===== src/rtl/aes_mode_ctrl.sv =====
// -----------------------------------------------------------------------------
// aes_mode_ctrl
//
// Block-cipher mode controller (ECB / CBC / CTR) between a host block stream
// and the external AES encryption/decryption cores. One 128-bit block is
// processed at a time: accept input, run one start/done exchange with the
// selected core, present the result, repeat until the configured count is done.
//
// Ports
//   clk, reset_n            : clock, synchronous active-low reset
//   cfg_start               : pulse in IDLE to latch cfg_* and begin a message
//   cfg_mode / cfg_dir      : 00 ECB, 01 CBC, 10 CTR, 11 illegal / 0 enc, 1 dec
//   cfg_iv                  : CBC IV or CTR initial counter block
//   cfg_num_blocks          : number of blocks in the message
//   in_valid/in_ready/in_data            : input block stream
//   out_valid/out_ready/out_data/out_last: result stream
//   enc_* / dec_*           : start/done handshake with the AES cores
//   busy, done, err         : status (done/err are one-cycle pulses)
//   ctr_wrapped             : sticky, set when the CTR counter field wraps
// -----------------------------------------------------------------------------
module aes_mode_ctrl #(
    parameter int CTR_W = 32,
    parameter int LEN_W = 16
) (
    input  logic             clk,
    input  logic             reset_n,
    input  logic             cfg_start,
    input  logic [1:0]       cfg_mode,
    input  logic             cfg_dir,
    input  logic [127:0]     cfg_iv,
    input  logic [LEN_W-1:0] cfg_num_blocks,
    input  logic             in_valid,
    output logic             in_ready,
    input  logic [127:0]     in_data,
    output logic             out_valid,
    input  logic             out_ready,
    output logic [127:0]     out_data,
    output logic             out_last,
    output logic             enc_start,
    output logic [127:0]     enc_text,
    input  logic             enc_ready,
    input  logic             enc_done,
    input  logic [127:0]     enc_result,
    output logic             dec_start,
    output logic [127:0]     dec_text,
    input  logic             dec_ready,
    input  logic             dec_done,
    input  logic [127:0]     dec_result,
    output logic             busy,
    output logic             done,
    output logic             err,
    output logic             ctr_wrapped
);

    typedef enum logic [2:0] {
        IDLE, WAIT_IN, CORE_START, CORE_WAIT, OUT, FIN
    } state_t;

    localparam logic [1:0] MODE_CBC = 2'b01;
    localparam logic [1:0] MODE_CTR = 2'b10;
    localparam logic [1:0] MODE_BAD = 2'b11;

    state_t             state_reg, state_next;
    logic [1:0]         mode_reg;
    logic               dir_reg;
    logic [127:0]       iv_reg;
    logic [LEN_W-1:0]   count_reg;
    logic [LEN_W-1:0]   idx_reg;
    logic [127:0]       chain_reg;
    logic [127:0]       blk_reg;
    logic [127:0]       text_reg;
    logic [127:0]       out_data_reg;
    logic [CTR_W-1:0]   ctr_reg;
    logic               err_reg;
    logic               wrapped_reg;
    // Zero-length messages spend one extra silent cycle in FIN so that done
    // lands two cycles after cfg_start.
    logic               zero_wait_reg;

    logic [127:0]       ctr_block;
    logic [127:0]       text_next;
    logic [127:0]       core_result;
    logic [127:0]       result;
    logic               use_enc;
    logic               sel_ready;
    logic               sel_done;
    logic               is_last;

    // Counter block: upper IV bits are frozen, low CTR_W bits are the counter.
    generate
        if (CTR_W == 128) begin : g_ctr_full
            assign ctr_block = ctr_reg;
        end else begin : g_ctr_part
            assign ctr_block = {iv_reg[127:CTR_W], ctr_reg};
        end
    endgenerate

    assign use_enc     = (mode_reg == MODE_CTR) || !dir_reg;
    assign sel_ready   = use_enc ? enc_ready  : dec_ready;
    assign sel_done    = use_enc ? enc_done   : dec_done;
    assign core_result = use_enc ? enc_result : dec_result;
    assign is_last     = (idx_reg == count_reg - LEN_W'(1));

    // Core input is computed at the input handshake and registered, so it is
    // stable for the whole start/done exchange.
    always_comb begin
        text_next = in_data;
        case (mode_reg)
            MODE_CBC: if (!dir_reg) text_next = in_data ^ chain_reg;
            MODE_CTR: text_next = ctr_block;
            default:  text_next = in_data;
        endcase
    end

    always_comb begin
        result = core_result;
        case (mode_reg)
            MODE_CBC: if (dir_reg) result = core_result ^ chain_reg;
            MODE_CTR: result = core_result ^ blk_reg;
            default:  result = core_result;
        endcase
    end

    // Next-state and FSM outputs.
    always_comb begin
        state_next = state_reg;
        in_ready   = 1'b0;
        out_valid  = 1'b0;
        out_last   = 1'b0;
        enc_start  = 1'b0;
        dec_start  = 1'b0;
        done       = 1'b0;
        busy       = (state_reg != IDLE);
        enc_text   = use_enc ? text_reg : '0;
        dec_text   = use_enc ? '0 : text_reg;
        case (state_reg)
            IDLE: begin
                if (cfg_start && cfg_mode != MODE_BAD)
                    state_next = (cfg_num_blocks == '0) ? FIN : WAIT_IN;
            end
            WAIT_IN: begin
                in_ready = 1'b1;
                if (in_valid) state_next = CORE_START;
            end
            CORE_START: begin
                if (sel_ready) begin
                    enc_start  = use_enc;
                    dec_start  = !use_enc;
                    state_next = CORE_WAIT;
                end
            end
            CORE_WAIT: begin
                if (sel_done) state_next = OUT;
            end
            OUT: begin
                out_valid = 1'b1;
                out_last  = is_last;
                if (out_ready) state_next = is_last ? FIN : WAIT_IN;
            end
            FIN: begin
                done = !zero_wait_reg;
                if (!zero_wait_reg) state_next = IDLE;
            end
            default: state_next = IDLE;
        endcase
    end

    always_ff @(posedge clk) begin
        if (!reset_n) begin
            state_reg     <= IDLE;
            mode_reg      <= '0;
            dir_reg       <= 1'b0;
            iv_reg        <= '0;
            count_reg     <= '0;
            idx_reg       <= '0;
            chain_reg     <= '0;
            blk_reg       <= '0;
            text_reg      <= '0;
            out_data_reg  <= '0;
            ctr_reg       <= '0;
            err_reg       <= 1'b0;
            wrapped_reg   <= 1'b0;
            zero_wait_reg <= 1'b0;
        end else begin
            state_reg <= state_next;
            err_reg   <= 1'b0;
            case (state_reg)
                IDLE: begin
                    if (cfg_start) begin
                        if (cfg_mode == MODE_BAD) begin
                            err_reg <= 1'b1;
                        end else begin
                            mode_reg      <= cfg_mode;
                            dir_reg       <= cfg_dir;
                            iv_reg        <= cfg_iv;
                            count_reg     <= cfg_num_blocks;
                            chain_reg     <= cfg_iv;
                            ctr_reg       <= cfg_iv[CTR_W-1:0];
                            idx_reg       <= '0;
                            wrapped_reg   <= 1'b0;
                            zero_wait_reg <= (cfg_num_blocks == '0);
                        end
                    end
                end
                WAIT_IN: begin
                    if (in_valid) begin
                        blk_reg  <= in_data;
                        text_reg <= text_next;
                    end
                end
                CORE_WAIT: begin
                    if (sel_done) begin
                        out_data_reg <= result;
                        case (mode_reg)
                            MODE_CBC: chain_reg <= dir_reg ? blk_reg : result;
                            MODE_CTR: begin
                                ctr_reg <= ctr_reg + 1'b1;
                                if (&ctr_reg) wrapped_reg <= 1'b1;
                            end
                            default: ;
                        endcase
                    end
                end
                OUT: begin
                    if (out_ready) idx_reg <= idx_reg + 1'b1;
                end
                FIN: zero_wait_reg <= 1'b0;
                default: ;
            endcase
        end
    end

    assign out_data    = out_data_reg;
    assign err         = err_reg;
    assign ctr_wrapped = wrapped_reg;

endmodule


===== config.mk =====
export PLATFORM = sky130hd
export DESIGN_NAME = aes_mode_ctrl
export DESIGN_NICKNAME = d
export VERILOG_FILES = /design/src/rtl/aes_mode_ctrl.sv
export SDC_FILE = /design/constraint.sdc
export NUM_CORES = 2
export LEC_CHECK = 0
export CAP_MARGIN = 10
export CORE_AREA = 4 4 358 360
export CTS_CLUSTER_DIAMETER = 150
export CTS_CLUSTER_SIZE = 24
export DETAILED_ROUTE_END_ITERATION = 10
export DIE_AREA = 0 0 362 364
export PLACE_DENSITY = 0.61
export SYNTH_ARGS = -nofsm -noshare
export SYNTH_HDL_FRONTEND = slang
export SYNTH_SLANG_ARGS = --single-unit

===== constraint.sdc =====
create_clock -name clk -period 5.9 [get_ports clk]
set_input_delay 0.59 -clock clk [delete_from_list [all_inputs] [get_ports clk]]
set_output_delay 0.59 -clock clk [all_outputs]
set_load 0.05 [all_outputs]

==> impl_summary.txt <==
----------------------------------------------------
[Power and ir drop]
  Combinational cell fraction of total power ... 0.458
  Worst vdd ir ... 0.247 mV
  Total power divided by cell area ... 332 nW/um^2
  Relative contribution of the clock network to total power ... 0.166
  Portion of total power attributed to sequential cells ... 0.376
  Sw frac ... 0.455
  Internal power ... 9.26 mW
  Standby leakage power ... 17.2 nW
  Net Switching ... 7.74 mW

[Clock tree]
  CTS resizes ... 0
  Number of hold buffers added after cts ... 0
  Clock transition at the registers of the reported paths ... 110 ps
  Clock root buffer ... clkbuf_16
  Clock buffers created by TritonCTS ... 35
  Maximum level of the CTS H-tree ... 2
  Sink count of the clock tree ... 681
  Post-CTS setup-driven buffer insertion count ... 0
  Max clock buf depth ... 3
  Clk_lat worst skew ... 620 ps
  CTS tree ... yes

[Worst hold path]
  Class of the most critical hold timing path ... input port to flop
  Cell depth of the worst hold path ... 3
  Hold path startpoint ... reset_n
  Worst Hold Endpoint ... chain_reg[12]

[GRT]
  Pin count of the biggest net entering global routing ... 189
  First-pass GRT wire length ... 264000 um
  Number of global-route vias before repair ... 40500
  GRT Util Overall ... 0.258
  Number of antenna violations at the first check in global routing ... 60
  Total gr overflow ... 0

[Timing]
  Max Transition Viols Final ... 0
  Worst rel slew slack ... 0.230
  Part of the cycle the worst path needs ... 0.729
  Unrepaired setup endpoints after global routing ... no
  Final Hold Vio Count ... 0
  Total negative setup slack ... 0 ps
  Final worst setup slack ... 1600 ps
  Final Setup Violations ... 0
  Final critical path time including I/O delays and setup ... 4300 ps
  Peak Freq ... 233 MHz
  Worst Clk Skew ... 40.0 ps
  Measured slew at the worst slew-check pin ... 1150 ps

[Final layout]
  Area added between synthesis and finish ... 27.7%
  Proportion of layout cells with a drive suffix above 1 ... 0.0207
  Total number of nets in the final design ... 6588

[Drt]
  DR DRC count ... 0
  Drt via density ... 5.58
  First drt pass iteration count ... 6
  Post-detailed-route wirelength per cell ... 23.3 um
  Iteration-0 DRC Markers ... 4087
  Final routed wirelength across all metal layers ... 181000 um
  Via count ... 43200
  Number of nets with antenna violations after detailed routing ... 0

[Setup path]
  R2r worst-path depth ... 6
  Worst-path cell with the longest stage delay ... clkdlybuf4s50_1
  Highest cell delay on the worst timing path ... 810 ps
  Buffers & Inverters on Critical Path ... 2
  Cell type group with the largest total delay on the critical path ... buffers and inverters
  Data required, critical path ... 5310 ps
  R2r setup slk ... 2380 ps
  Reg-to-reg startpoint ... dir_reg
  CP Cell Sequence ... nor2b_4, buf_12, and2_1, clkdlybuf4s50_1
  Crit end category ... output port
  Category of the critical setup timing path ... flop to output port
  Startpoint type of the worst setup path ... flop
  Largest driver fanout on the critical path ... 132
  Capture instance of the worst register-to-register path ... out_data[121]
  Arr. time, crit path ... 3710 ps

[Outcome]
  Run status ... complete, no violations

[Synth]
  Number of instances in the synthesized netlist ... 5529
  Synth Area per Inst ... 7.26 um^2
  Portion of the post-synthesis area used by sequential elements ... 0.340
  Total of warnings raised by yosys ... 0
  Count of unique library cells instantiated by Yosys ... 66
  Synthesized flop and latch total ... 681
  Number of flops mapped to enable cells by yosys ... 0
  Post-synthesis instance area ... 40100 um^2
  Area share of the leading cell type in the synthesized netlist ... 0.340
  Fraction of registers with async set or reset after synthesis ... 0
  Library cell with the largest summed area after synthesis ... dfxtp_1
  Post-synthesis net count ... 6074
  Synth top area cells ... dfxtp_1 (34%), nand2_1 (7.4%), a21oi_1 (6.7%)
  Predominant post-synthesis flop cell ... dfxtp_1

[Placement]
  Worst slack, placed ... 2220 ps
  Global placer's final weighted congestion ... 0.861
  Count of buffers inserted at the top-level ports ... 932
  Hpwl dp ... 120000 um

[Die]
  FP Rows ... 130
  Y dimension of the die ... 364 um
  Core area ... 125000 um^2
  Die width ... 362 um
  DIE AREA ... 132000 um^2
  Num ports ... 933
  Initial core utilization ... 0.321

[Flow run]
  Number of maximum-capacitance violations ... 0

----------------------------------------------------
## area by class of cell
class	instances	area (um^2)
multi-input cells	4202	24000
repair buffers	987	10000
clock buffers	35	876
inverters	136	518
diodes	40	100
fillers	12800	73800
well taps	1650	2060
clock inverters	4	53.8
flip-flops and latches	681	13600
## worst register-to-register path, delay by kind of cell, from the launching register on
family / cells / cell delay [ps]
mux: 1 / 530
buf+inv: 1 / 520
flops: 1 / 740
simple gates: 4 / 1630
## power by group through the flow
stage | Sequential, mW | Clock (mW) | Combinational, mW
floorplan | 6.27 | 0 | 5.11
CTS | 6.37 | 2.91 | 7.75
detailed placement | 6.48 | 0 | 7.73
finish | 6.40 | 2.82 | 7.79
global placement | 6.46 | 0 | 7.61
global route | 6.50 | 3.04 | 8.40
## stage by stage
stage / hold WS (ps) / area (um^2) / total power [mW] / cells / utilization
5_1_grt: 389 / 51200 / 17.9 / 7721 / 0.410
2_1_floorplan: 436 / 40100 / 11.4 / 5529 / -
3_3_place_gp: 441 / 50200 / 14.1 / 7656 / 0.402
3_5_place_dp: 446 / 50200 / 14.2 / 7656 / 0.402
6_report: 422 / 51300 / 17.0 / 7735 / 0.410
4_1_cts: 350 / 51200 / 17.0 / 7695 / 0.409
## cell usage after synthesis (all sizes together), types with 3 or more instances
cell / instances
and3: 7
and2: 132
a21oi: 540
a211oi: 8
a311o: 128
nor2: 708
nand4: 16
nand2: 789
nor3: 138
a22oi: 10
buf: 128
nand2b: 263
dfxtp: 681
nand3: 19
a32oi: 128
nor4: 11
nand3b: 5
o31ai: 8
clkbuf: 382
nor2b: 260
or2: 3
o211ai: 129
and4: 6
nor3b: 3
o22ai: 4
o221ai: 128
xnor2: 9
mux2i: 260
inv: 136
xor2: 24
o21a: 5
a311oi: 4
o21ai: 293
ha: 5
a31oi: 135
a21o: 3
or3: 4
## layer usage
| layer | track usage | up-vias | share of wire |
|---|---|---|---|
| met5 | 0 | - | 0.00095 |
| met4 | 0.103 | 24 | 0.037 |
| met3 | 0.0456 | 291 | 0.077 |
| met2 | 0.426 | 1772 | 0.47 |
| met1 | 0.334 | 20800 | 0.42 |
| li1 | - | 20300 | - |
## layout by cell type (no fill, tap or decap), drive strengths merged, types with 11 or more instances in the layout
cell           synthesis  layout
nand2b               263     263
nand3                 19      19
o221ai               128     128
dfxtp                681     681
o21ai                293     293
clkbuf               382      35
nor2b                260     260
xor2                  24      24
inv                  136     139
a311o                128     128
a32oi                128     128
mux2i                260     260
buf                  128      56
o211ai               129     129
and2                 132     132
nor4                  11      11
nand4                 16      16
nor2                 708     708
a31oi                135     135
a21oi                540     540
nand2                789     789
diode                  0      40
clkdlybuf4s50          0     931
nor3                 138     138
## cells by family after synthesis
family,share of synthesized area
fa+ha+maj,0.00156
compound gates,0.248
xor+xnor,0.00720
simple gates,0.273
flops,0.340
buf+inv,0.0653
mux,0.0651
## worst max-delay path by stage
stage | slack [ps] | depth (start not counted) | startpoint | end
2_1_floorplan | 2320 | 6 | state_reg[1] | out_last
3_3_place_gp | 2260 | 4 | dir_reg | dec_text[45]
3_5_place_dp | 2220 | 4 | dir_reg | dec_text[35]
4_1_cts | 1510 | 4 | dir_reg | dec_text[35]
5_1_grt | 1420 | 4 | dir_reg | dec_text[35]
6_report | 1600 | 4 | dir_reg | dec_text[35]
No activity file was read; power rests on OpenSTA's default activity.
